[config.mk]
export PLATFORM = sky130hd
export DESIGN_NAME = ref_clock_generator_flat
export DESIGN_NICKNAME = d
export VERILOG_FILES = /design/src/rtl/ref_clock_generator_if.sv /design/src/rtl/ref_clock_generator.sv /design/src/flat_wrapper.sv
export SDC_FILE = /design/constraint.sdc
export NUM_CORES = 1
export LEC_CHECK = 0
export ABC_AREA = 1
export CAP_MARGIN = 25
export CELL_PAD_IN_SITES_DETAIL_PLACEMENT = 0
export CELL_PAD_IN_SITES_GLOBAL_PLACEMENT = 1
export CORE_ASPECT_RATIO = 1.25
export CORE_UTILIZATION = 44
export DETAILED_ROUTE_END_ITERATION = 12
export PLACE_DENSITY_LB_ADDON = 0.1
export SLEW_MARGIN = 20
export SYNTH_ARGS = -nofsm -noshare
export SYNTH_HDL_FRONTEND = slang
export SYNTH_SLANG_ARGS = --single-unit
[constraint.sdc]
create_clock -name i_sys_clk -period 4.1 [get_ports i_sys_clk]
set_input_delay 0.615 -clock i_sys_clk [delete_from_list [all_inputs] [get_ports i_sys_clk]]
set_output_delay 0.615 -clock i_sys_clk [all_outputs]
set_load 0.05 [all_outputs]
[src/rtl/ref_clock_generator_if.sv]
// ref_clock_generator_if
//   Groups the run-control, configuration/step handshakes and generated-clock
//   outputs of ref_clock_generator. Clock and reset are plain module ports.
//   master : drives i_* signals, observes o_* signals (testbench / controller)
//   slave  : the generator itself
interface ref_clock_generator_if;
   logic        i_enable;
   logic        i_cfg_valid;
   logic        o_cfg_ready;
   logic [7:0]  i_half_period;
   logic        i_step_valid;
   logic        o_step_ready;
   logic [7:0]  i_step_amt;
   logic        i_step_dir;
   logic        o_ref_clk;
   logic        o_edge;
   logic [15:0] o_period_count;

   modport master (
      output i_enable, i_cfg_valid, i_half_period,
      output i_step_valid, i_step_amt, i_step_dir,
      input  o_cfg_ready, o_step_ready, o_ref_clk, o_edge, o_period_count
   );

   modport slave (
      input  i_enable, i_cfg_valid, i_half_period,
      input  i_step_valid, i_step_amt, i_step_dir,
      output o_cfg_ready, o_step_ready, o_ref_clk, o_edge, o_period_count
   );
endinterface

[src/rtl/ref_clock_generator.sv]
// ref_clock_generator
//   Generates a registered square wave o_ref_clk whose half period is
//   (reload + 1) system clocks. reload = hp, optionally lengthened or
//   shortened (saturating at 0) for exactly one half period by a phase step.
//   Ports:
//     i_sys_clk      system clock, rising edge
//     i_rst          synchronous active-high reset
//     bus (slave)    i_enable run request; i_cfg_valid/o_cfg_ready + i_half_period
//                    (half period minus one); i_step_valid/o_step_ready +
//                    i_step_amt/i_step_dir (0 delay, 1 advance); o_ref_clk,
//                    o_edge (pulse on each toggle), o_period_count (rising edges)
//   Optional: define REF_CLOCK_GENERATOR_JITTER_EN to add an 8-bit LFSR
//   (taps 8,6,5,4, seed 0xA5) whose bit 0 is added to every reload; the LFSR
//   advances on every o_ref_clk toggle.
module ref_clock_generator (
   input  logic                 i_sys_clk,
   input  logic                 i_rst,
   ref_clock_generator_if.slave bus
);

   typedef enum logic [1:0] {ST_IDLE, ST_HIGH, ST_LOW} state_t;

   state_t      state_q, state_d;
   logic [8:0]  cnt_q, cnt_d;
   logic [7:0]  hp_q, hp_d;
   logic        cfg_pend_q, cfg_pend_d;
   logic [7:0]  cfg_val_q, cfg_val_d;
   logic        step_pend_q, step_pend_d;
   logic [7:0]  step_amt_q, step_amt_d;
   logic        step_dir_q, step_dir_d;
   logic        ref_q, ref_d;
   logic        edge_q, edge_d;
   logic [15:0] period_count_q, period_count_d;

   logic        cfg_acc, step_acc;
   logic [7:0]  hp_eff;
   logic        step_vld_eff;
   logic [7:0]  step_amt_eff;
   logic        step_dir_eff;
   logic [8:0]  base, adj, reload;
   logic        do_reload;
   logic        jitter;

   assign cfg_acc  = bus.i_cfg_valid  & ~cfg_pend_q;
   assign step_acc = bus.i_step_valid & ~step_pend_q;

`ifdef REF_CLOCK_GENERATOR_JITTER_EN
   logic [7:0] lfsr_q;
   logic       toggle;

   assign jitter = lfsr_q[0];
   assign toggle = ref_d ^ ref_q;

   always_ff @(posedge i_sys_clk) begin
      if (i_rst)
         lfsr_q <= 8'hA5;
      else if (toggle)
         lfsr_q <= {lfsr_q[6:0], lfsr_q[7] ^ lfsr_q[5] ^ lfsr_q[4] ^ lfsr_q[3]};
   end
`else
   assign jitter = 1'b0;
`endif

   // Values accepted this cycle take precedence over pending ones so a reload
   // coinciding with an accept uses the fresh value.
   always_comb begin
      hp_eff = hp_q;
      if (cfg_pend_q) hp_eff = cfg_val_q;
      if (cfg_acc)    hp_eff = bus.i_half_period;
      step_vld_eff = step_pend_q | step_acc;
      step_amt_eff = step_acc ? bus.i_step_amt : step_amt_q;
      step_dir_eff = step_acc ? bus.i_step_dir : step_dir_q;
      base = {1'b0, hp_eff};
      if (!step_vld_eff)
         adj = base;
      else if (!step_dir_eff)
         adj = base + {1'b0, step_amt_eff};
      else if (step_amt_eff >= hp_eff)
         adj = '0;
      else
         adj = base - {1'b0, step_amt_eff};
      reload = adj + {8'd0, jitter};
   end

   always_comb begin
      state_d        = state_q;
      cnt_d          = cnt_q;
      hp_d           = hp_q;
      cfg_pend_d     = cfg_pend_q;
      cfg_val_d      = cfg_val_q;
      step_pend_d    = step_pend_q;
      step_amt_d     = step_amt_q;
      step_dir_d     = step_dir_q;
      ref_d          = ref_q;
      edge_d         = 1'b0;
      do_reload      = 1'b0;

      if (cfg_acc) begin
         cfg_pend_d = 1'b1;
         cfg_val_d  = bus.i_half_period;
      end
      if (step_acc) begin
         step_pend_d = 1'b1;
         step_amt_d  = bus.i_step_amt;
         step_dir_d  = bus.i_step_dir;
      end

      case (state_q)
         ST_IDLE: begin
            // Config lands in hp immediately while idle; steps wait for restart.
            hp_d       = hp_eff;
            cfg_pend_d = 1'b0;
            cnt_d      = '0;
            ref_d      = 1'b0;
            if (bus.i_enable) begin
               state_d   = ST_HIGH;
               ref_d     = 1'b1;
               edge_d    = 1'b1;
               do_reload = 1'b1;
            end
         end
         ST_HIGH: begin
            // A high phase always runs to completion, even when disabled.
            if (cnt_q == 9'd0) begin
               ref_d  = 1'b0;
               edge_d = 1'b1;
               if (bus.i_enable) begin
                  state_d   = ST_LOW;
                  do_reload = 1'b1;
               end else begin
                  state_d = ST_IDLE;
                  cnt_d   = '0;
               end
            end else begin
               cnt_d = cnt_q - 9'd1;
            end
         end
         ST_LOW: begin
            if (!bus.i_enable) begin
               state_d = ST_IDLE;
               cnt_d   = '0;
            end else if (cnt_q == 9'd0) begin
               state_d   = ST_HIGH;
               ref_d     = 1'b1;
               edge_d    = 1'b1;
               do_reload = 1'b1;
            end else begin
               cnt_d = cnt_q - 9'd1;
            end
         end
         default: begin
            state_d = ST_IDLE;
            ref_d   = 1'b0;
            cnt_d   = '0;
         end
      endcase

      if (do_reload) begin
         cnt_d       = reload;
         hp_d        = hp_eff;
         cfg_pend_d  = 1'b0;
         step_pend_d = 1'b0;
      end

      period_count_d = period_count_q + {15'd0, ref_d & ~ref_q};
   end

   always_ff @(posedge i_sys_clk) begin
      if (i_rst) begin
         state_q        <= ST_IDLE;
         cnt_q          <= '0;
         hp_q           <= '0;
         cfg_pend_q     <= 1'b0;
         cfg_val_q      <= '0;
         step_pend_q    <= 1'b0;
         step_amt_q     <= '0;
         step_dir_q     <= 1'b0;
         ref_q          <= 1'b0;
         edge_q         <= 1'b0;
         period_count_q <= '0;
      end else begin
         state_q        <= state_d;
         cnt_q          <= cnt_d;
         hp_q           <= hp_d;
         cfg_pend_q     <= cfg_pend_d;
         cfg_val_q      <= cfg_val_d;
         step_pend_q    <= step_pend_d;
         step_amt_q     <= step_amt_d;
         step_dir_q     <= step_dir_d;
         ref_q          <= ref_d;
         edge_q         <= edge_d;
         period_count_q <= period_count_d;
      end
   end

   assign bus.o_ref_clk      = ref_q;
   assign bus.o_edge         = edge_q;
   assign bus.o_period_count = period_count_q;
   assign bus.o_cfg_ready    = ~cfg_pend_q;
   assign bus.o_step_ready   = ~step_pend_q;

endmodule

[src/flat_wrapper.sv]
// flat-port wrapper written by rule: the top's interface ports become plain ports
module ref_clock_generator_flat 
  (i_sys_clk, i_rst, bus_i_enable, bus_i_cfg_valid, bus_i_half_period, bus_i_step_valid, bus_i_step_amt, bus_i_step_dir, bus_o_cfg_ready, bus_o_step_ready, bus_o_ref_clk, bus_o_edge, bus_o_period_count);
  ref_clock_generator_if bus_i ();
  input  logic i_sys_clk;
  input  logic i_rst;
  input wire logic [$bits(bus_i.i_enable)-1:0] bus_i_enable;
  input wire logic [$bits(bus_i.i_cfg_valid)-1:0] bus_i_cfg_valid;
  input wire logic [$bits(bus_i.i_half_period)-1:0] bus_i_half_period;
  input wire logic [$bits(bus_i.i_step_valid)-1:0] bus_i_step_valid;
  input wire logic [$bits(bus_i.i_step_amt)-1:0] bus_i_step_amt;
  input wire logic [$bits(bus_i.i_step_dir)-1:0] bus_i_step_dir;
  output wire logic [$bits(bus_i.o_cfg_ready)-1:0] bus_o_cfg_ready;
  output wire logic [$bits(bus_i.o_step_ready)-1:0] bus_o_step_ready;
  output wire logic [$bits(bus_i.o_ref_clk)-1:0] bus_o_ref_clk;
  output wire logic [$bits(bus_i.o_edge)-1:0] bus_o_edge;
  output wire logic [$bits(bus_i.o_period_count)-1:0] bus_o_period_count;
  assign bus_i.i_enable = bus_i_enable;
  assign bus_i.i_cfg_valid = bus_i_cfg_valid;
  assign bus_i.i_half_period = bus_i_half_period;
  assign bus_i.i_step_valid = bus_i_step_valid;
  assign bus_i.i_step_amt = bus_i_step_amt;
  assign bus_i.i_step_dir = bus_i_step_dir;
  assign bus_o_cfg_ready = bus_i.o_cfg_ready;
  assign bus_o_step_ready = bus_i.o_step_ready;
  assign bus_o_ref_clk = bus_i.o_ref_clk;
  assign bus_o_edge = bus_i.o_edge;
  assign bus_o_period_count = bus_i.o_period_count;
  ref_clock_generator u_core (.i_sys_clk(i_sys_clk), .i_rst(i_rst), .bus(bus_i));
endmodule
# Yosys cells after proc, flatten, opt, wreduce, memory -nomap -nowiden
# Cells that the tools add are included.
# totals
ff_bits,56
input_bits,22
out_inout_bits,20
elab_cells,68
# op_classes
addsub,4
magnitude_cmp,1
n_eq_ne,7
muxes,31
bitwise,7
reduce_logical,7
# op_table
cell,n
2-to-1 mux 9 bit,8
2-to-1 mux 8 bit,5
case mux 9 bit (2 select lines),1
adder 16 x 1 -> 16 bit,1
2-to-1 mux 2 bit,5
adder 8 x 8 -> 9 bit,1
zero test 9 bit,1
case mux 1 bit (3 select lines),3
subtractor 8 x 8 -> 9 bit,1
"subtractor 9 x 1 -> 9 bit, second input constant",1
greater-or-equal comparator 8 bit,1
2-to-1 mux 1 bit,8
"!= test 4 x 3 -> 1 bit, second input constant",2
case mux 2 bit (3 select lines),1
AND 1 bit,3
"!= test 3 x 2 -> 1 bit, second input constant",1
inverter 1 bit,3
AND reduction 3 bit,1
OR reduction 3 bit,1
"equality test 2 x 1 -> 1 bit, second input constant",1
"equality test 2 bit, second input constant",1
zero test 2 bit,1
"!= test 2 x 1 -> 1 bit, second input constant",1
"!= test 2 bit, second input constant",1
other kinds (4),4

# Logic depth before layout (Yosys ltp)
# Gate-level depths: netlist of run 1.
# depth
word_depth,8
ltp_mapped,23
mapped_depth_nobuf,23

# Least setup slack after synthesis of run 1
# No wires, ideal clock.
# synth_timing
path_kind,register to register
startpoint,register u_core.cnt_q[0]
endpoint,"register u_core.period_count_q[12], in the netlist u_core.bus.o_period_count[12]"
setup_ps,131
arrival_time_ps,2573
required_time_ps,3969
slack_ps,1397
path_stages_with_launch,23
n_path_buf,0
synth_period_minus_slack_ps,2703
cell_sequence,dfxtp_1 -> inv_1 -> ha_1 -> inv_1 -> nor3_2 -> nand2_2 -> nor2_1 -> o22ai_1 -> nand2_1 -> nand2_1 -> nor2_1 -> ha_1 -> ha_1 -> nand2_1 -> inv_2 -> nand3_2 -> nor3_2 -> nand2_1 -> inv_2 -> nand3_2 -> nor2_1 -> nand2_1 -> nor3b_2
# synth_via
elab_chain_cells,6
elab_cells_between_ends,7
cone_classes,1 x add/sub; 4 x mux; 1 x bitwise; 1 x reduce/logical
# synth_lines
item,line_no,source
start: declaration,ref_clock_generator.sv:24,"logic [8:0] cnt_q, cnt_d;"
start signal: assignment,ref_clock_generator.sv:183,cnt_q <= cnt_d;
zero test 9 bit *,"ref_clock_generator.sv:124, ref_clock_generator.sv:142",
2-to-1 mux 1 bit,ref_clock_generator.sv:142,end else if (cnt_q == 9'd0) begin
2-to-1 mux 1 bit,ref_clock_generator.sv:139,if (!bus.i_enable) begin
case mux 1 bit (3 select lines) *,ref_clock_generator.sv:108,case (state_q)
AND 1 bit *,ref_clock_generator.sv:165,"period_count_d = period_count_q + {15'd0, ref_d & ~ref_q};"
adder 16 x 1 -> 16 bit *,ref_clock_generator.sv:165,
end signal: assignment,ref_clock_generator.sv:192,period_count_q <= period_count_d;
end: declaration,ref_clock_generator.sv:33,"logic [15:0] period_count_q, period_count_d;"
# Every way passes the cells marked *; elsewhere a longest branch is shown, timed or not.
# A chain may end at the register's enable or synchronous reset.

# Worst setup path in the final report of run 1
# layout_timing
startpoint,register u_core.cfg_pend_q
endpoint,register u_core.cnt_q[5]
# layout_via
elab_chain_cells,8
elab_cells_between_ends,11
cone_classes,2 x add/sub; 1 x order compare; 6 x mux; 2 x bitwise
# layout_lines
item,line_no,source
start: declaration,ref_clock_generator.sv:26,"logic cfg_pend_q, cfg_pend_d;"
start signal: assignment,ref_clock_generator.sv:185,cfg_pend_q <= cfg_pend_d;
inverter 1 bit,ref_clock_generator.sv:44,assign cfg_acc = bus.i_cfg_valid & ~cfg_pend_q;
AND 1 bit,ref_clock_generator.sv:44,
2-to-1 mux 8 bit *,ref_clock_generator.sv:69,if (cfg_acc) hp_eff = bus.i_half_period;
subtractor 8 x 8 -> 9 bit / greater-or-equal comparator 8 bit (equally long branches),"ref_clock_generator.sv:81, ref_clock_generator.sv:78",
2-to-1 mux 9 bit,ref_clock_generator.sv:78,else if (step_amt_eff >= hp_eff)
2-to-1 mux 9 bit,ref_clock_generator.sv:76,else if (!step_dir_eff)
2-to-1 mux 9 bit *,ref_clock_generator.sv:74,if (!step_vld_eff)
2-to-1 mux 9 bit *,ref_clock_generator.sv:158,if (do_reload) begin
# Marks and branches as above.

==> results of run 1 <==
## path summary, 6_finish.rpt
path                              end  cells after the start
setup / recovery      u_core.cnt_q[5]                     18
hold / removal    u_core.cfg_val_q[3]                      2
setup reg to reg      u_core.cnt_q[5]                     18
hold reg to reg   u_core.cfg_val_q[3]                      2
## sequential cells by signal (all words and copies together) (netlist names)
signal and count:
u_core.step_amt_q 8, u_core.hp_q 8, u_core.bus.o_edge 1, u_core.state_q 2, u_core.step_dir_q 1, u_core.step_pend_q 1, u_core.cfg_pend_q 1, u_core.bus.o_ref_clk 1
u_core.bus.o_period_count 16, u_core.cnt_q 9, u_core.cfg_val_q 8
## synth_stat cells, drive strengths merged
| cell | number |
|---|---|
| nand2 | 148 |
| inv | 112 |
| a21oi | 66 |
| dfxtp | 56 |
| nor2 | 53 |
| o21ai | 34 |
| nand3 | 25 |
| ha | 24 |
| nor3 | 14 |
| buf | 12 |
| xor2 | 10 |
| nand4 | 9 |
| clkbuf | 4 |
| a211oi | 3 |
| fa | 2 |
| o21a | 2 |
| o21bai | 2 |
| or2 | 2 |
| a22oi | 1 |
| a31oi | 1 |
| and3 | 1 |
| nor3b | 1 |
| o2111ai | 1 |
| o211ai | 1 |
| o22ai | 1 |
| o31ai | 1 |
| xnor2 | 1 |
## per-layer routing
layer | track usage [%] | up-vias | routed length, µm
met4 | 7.74 | 0 | 216
li1 | - | 1921 | -
met3 | 2.62 | 16 | 264
met2 | 40.2 | 74 | 4790
met5 | 0 | - | 0
met1 | 25.6 | 1614 | 4050
## power groups by stage
stage	Clock (mW)	Sequential, mW	Combinational [mW]
floorplan	0	0.778	1.31
global placement	0	0.748	1.70
detailed placement	0	0.750	1.69
CTS	0.329	0.739	1.70
global route	0.355	0.755	1.94
finish	0.320	0.739	1.70
## stage by stage
| step | setup slack, ps | cells | hold WS, ps | utilization (%) |
|---|---|---|---|---|
| final | 854 | 742 | 471 | 53.5 |
| after global routing | 429 | 742 | 483 | 53.5 |
| after CTS | 862 | 742 | 471 | 53.5 |
| after detailed placement | 592 | 735 | 455 | 52.4 |
| after global placement | 622 | 735 | 453 | 52.4 |
| after floorplan | 1400 | 587 | 445 | - |
## worst max-delay path: cells and delay by family, from the launching register on
| kind | cells | cell delay (ps) |
|---|---|---|
| compound gates | 3 | 610 |
| flops | 1 | 550 |
| simple gates | 10 | 1110 |
| buf+inv | 4 | 450 |
| fa+ha+maj | 1 | 460 |
## area by class of cell
class                   count  area, µm²  share of cell area [%]
repair buffers             47        455                    10.2
clock buffers               6       82.6                    1.84
flip-flops and latches     56       1120                    25.0
inverters                 112        420                    9.37
multi-input cells         403       2250                    50.2
well taps                 117        146                    3.26
clock inverters             1       8.76                   0.195
## kinds of logic after synthesis
| family | after synthesis | share of synthesized area [%] |
|---|---|---|
| and+or+nand+nor | 253 | 30.2 |
| buffers and inverters | 128 | 13.3 |
| AOI/OAI and AO/OA | 113 | 16.5 |
| DFF | 56 | 28.8 |
| adders and majority gates | 26 | 8.76 |
| xor gates and xnor gates | 11 | 2.48 |
==> results.md, run 1 <==
- Number of port buffers: 41
- RSZ-0062 raised after global routing: false
- Worst hold start: u_core.cfg_val_q[3]
- Relative slew slack: 34.4%
- Sw Ratio: 49.6%
- DRT Pass-1 Iters: 4
- Gpl congestion: 0.912
- Critical Path Source Type: flop
- H-Tree Depth: 2
- GRT Util Overall: 21.8%
- Post-DP HPWL: 7360 µm
- Most frequent cells in the layout: nand2_1 (134), inv_1 (103), a21oi_1 (59)
- Clock Sink Count: 56
- CP startpoint: u_core.cfg_pend_q
- Core area: 0.00838 mm²
- CTS tree: done
- Commonest non-fill, non-tap cell in the layout: nand2_1
- Initial antenna violation count: 0
- Ant diodes: 0
- Clock share of power: 11.6%
- GRT overflow: 0
- Max frequency: 308 MHz
- Die width: 86.1 µm
- Synth top area share: 28.8%
- Placed Area: 0.00439 mm²
- Critical Path Max Stage Delay: 550 ps
- # nets final: 673
- Die area: 0.00921 mm²
- DR WL/cell: 12.6 µm
- Outcome: complete, no violations
- Cell area after synthesis: 0.00389 mm²
- Drt initial violations: 131
- FP Rows: 37
- Leak: 2.16 nW
- Final Max Tran Viols: 0
- WP data required: 4350 ps
- Hold crit path type: reg -> reg
- Clk_skew: 7.08 ps
- Number of hold buffers added after cts: 0
- Layout cells sized above 1: 10.9%
- Post-CTS setup buffer count: 0
- Kind of critical path: reg -> reg
- Slowest CP cell: dfxtp_1
- CTS resizes: 0
- Syn_area_per_cell: 6.62 µm²
- Drc violations: 0
- Routed via count: 3625
- Final cycle utilization of the critical path: 79.2%
- Final ANT Viol Nets: 0
- Synth area leaders: dfxtp_1 (29%), nand2_1 (13%), inv_1 (9.9%)
- Crit path top cell by count: nand2_1
- Num CTS Buffers: 5
- Syn_nets: 635
- Worst-path cell chain: inv_2 -> nand2_2 -> nor2_1 -> a21oi_1 -> inv_1 -> ha_1 -> inv_2 -> a21oi_1 -> nand2_1 -> nand2_1 -> nand2_1 -> nand2_1 -> nand3_1 -> nand2_1 -> inv_1 -> nand2_1 -> nand2_1 -> a21oi_1
- Clock Latency Late Sink: 310 ps
- Overall power: 2.76 mW
- Critical path endpoint category: flop
- Post-synthesis sequential area ratio: 28.8%
- CP Data Arrival Time: 3500 ps
- Starting Density: 46.4%
- Psw: 1.37 mW
- Avg Vias per Cell: 4.89
- Sequential power share: 26.8%
- First-pass GRT wire length: 15800 µm
- Max cap viols: 0
- Power Dens Cells: 615 mW/mm²
- Number of distinct library cells after synthesis: 42
- Worst VDD drop: 0.000215 V
- YS warnings: 0
- Syn Inst Count: 587
- Final hold vios: 0
- Vias in the first global route: 3476
- Combinational power share: 61.6%
- Area delta synth->final: 15.4%
- Largest net degree at the start of global routing: 32
- Number of synthesized register bits: 56
- Worst-path fanout max: 25
- Reg2Reg Launch Point: u_core.cfg_pend_q
- Fillers: 911
- Final Cell Area: 0.00448 mm²
- Worst-path clk slew: 100 ps
- # IOs: 42
- TNS Setup: 0 ps
- Die Ht: 107 µm
- Clock Tree Root: clkbuf_8
- Internal power: 1.39 mW
- Final setup vio count: 0
- Period minus WS final: 3250 ps
- Clk buf depth: 2
- Worst-Margin Slew: 981 ps
- Routed WL: 9320 µm
- Leading area contributor after synthesis: dfxtp_1
- R2R Setup Slk: 850 ps
Note: power is estimated with default switching activity, not from simulation.
==> run 2, diff against run 1 <==
Settings changed: CORE_UTILIZATION 44 to 41.
Clock period 4.1 ns to 3.1 ns, I/O delays scaled along.
==> results.md, run 2 (synthesis results as in run 1) <==
- Outcome: complete, no violations
- Final hold vios: 0
- Worst-Margin Slew: 943 ps
- Number of hold buffers added after cts: 0
- Max frequency: 353 MHz
- Core area: 0.00917 mm²
- Number of port buffers: 41
- Drt initial violations: 161
- Most frequent cells in the layout: nand2_1 (134), inv_1 (101), a21oi_1 (59)
- GRT Util Overall: 21.4%
- Area delta synth->final: 23.2%
- Gpl congestion: 0.942
- DRT Pass-1 Iters: 4
- Worst-path clk slew: 70 ps
- Commonest non-fill, non-tap cell in the layout: nand2_1
- Hold crit path type: reg -> reg
- Starting Density: 42.4%
- Ant diodes: 0
- Layout cells sized above 1: 15.4%
- First-pass GRT wire length: 16500 µm
- GRT overflow: 0
- Period minus WS final: 2830 ps
- Initial antenna violation count: 0
- Power Dens Cells: 858 mW/mm²
- CP Data Arrival Time: 3010 ps
- TNS Setup: 0 ps
- Avg Vias per Cell: 4.82
- Clock Latency Late Sink: 290 ps
- Die Ht: 111 µm
- H-Tree Depth: 2
- Placed Area: 0.00456 mm²
- Final ANT Viol Nets: 0
- Leak: 2.32 nW
- CP startpoint: u_core.cnt_q[1]
- WP data required: 3270 ps
- Final Cell Area: 0.00479 mm²
- Die width: 89.1 µm
- Die area: 0.00987 mm²
- Clock Tree Root: clkbuf_16
- Routed WL: 9810 µm
- Post-DP HPWL: 7860 µm
- Largest net degree at the start of global routing: 31
- Relative slew slack: 36.9%
- DR WL/cell: 12.7 µm
- # IOs: 42
- Final setup vio count: 0
- Kind of critical path: reg -> reg
- RSZ-0062 raised after global routing: false
- Critical Path Source Type: flop
- Reg2Reg Launch Point: u_core.cnt_q[1]
- Final cycle utilization of the critical path: 91.4%
- Final Max Tran Viols: 0
- # nets final: 698
- Final core utilization: 52.2%
- Worst VDD drop: 0.000297 V
- Num CTS Buffers: 5
- Worst-path fanout max: 4
- Overall power: 4.11 mW
- Clock Sink Count: 56
- Worst hold start: u_core.cfg_val_q[4]
- Clk buf depth: 2
- Vias in the first global route: 3555
- Fin Hold WS: 468 ps
- CTS tree: done
- Max cap viols: 0
- Drc violations: 0
- FP Rows: 39
- Max reg flops: 16
- Routed via count: 3733
- Clk_skew: 3.61 ps
- Critical path endpoint category: flop
## run 2: where the power goes
group	leakage [nW]	internal [mW]	switching, mW
clock	0.0815	0.385	0.268
combinational	1.78	0.931	1.55
sequential	0.459	0.877	0.0965
## run 2: final timing paths
kind / slack [ps] / cells after the start / end
min: 470 / 2 / u_core.cfg_val_q[4]
max reg2reg: 270 / 22 / u_core.bus.o_period_count[12]
min reg2reg: 470 / 2 / u_core.cfg_val_q[4]
max: 270 / 22 / u_core.bus.o_period_count[12]
## run 2: what timing repair did
| action | CTS | global route |
|---|---|---|
| setup buffers | 0 | 4 |
| endpoints found under the setup margin | 0 | 6 |
| resized for setup | 0 | 11 |
## run 2: metrics by stage
step | setup slack (ps) | cells
global placement | 7.68 | 762
floorplan | 397 | 587
detailed placement | -32.1 | 762
finish | 266 | 774
global route | 1.23 | 774
CTS | 39.5 | 770
## run 2: metal layers
layer	up-vias	wire [µm]	track usage, %
met3	20	279	2.90
met4	0	289	8.04
met5	-	0	0
met1	1671	4240	25.2
li1	1967	-	-
met2	75	5000	38.1
## run 2: cell type report
| type | instances | area, µm² |
|---|---|---|
| tap | 123 | 154 |
| fill | 990 | 4390 |
| clock buffer | 6 | 129 |
| clock inverter | 2 | 38.8 |
| sequential | 56 | 1120 |
| timing repair buffer | 72 | 643 |
| inverter | 112 | 420 |
| multi-input combinational | 403 | 2280 |
## run 2: worst max-delay path: stages, from the launching register on
cell and delay [ps]:
dfxtp_1 320, inv_2 80, ha_1 150, inv_1 70, nor3_4 150, nand2_2 120
nor2_2 90, o22ai_1 70, nand2_1 60, nand2_1 70, nor2_2 140, ha_2 190
ha_2 180, nand2_1 70, inv_2 100, nand3_4 90, nor3_4 190, nand2_1 100
inv_2 70, nand3_2 80, nor2_2 130, nand2_1 50, nor3b_2 140
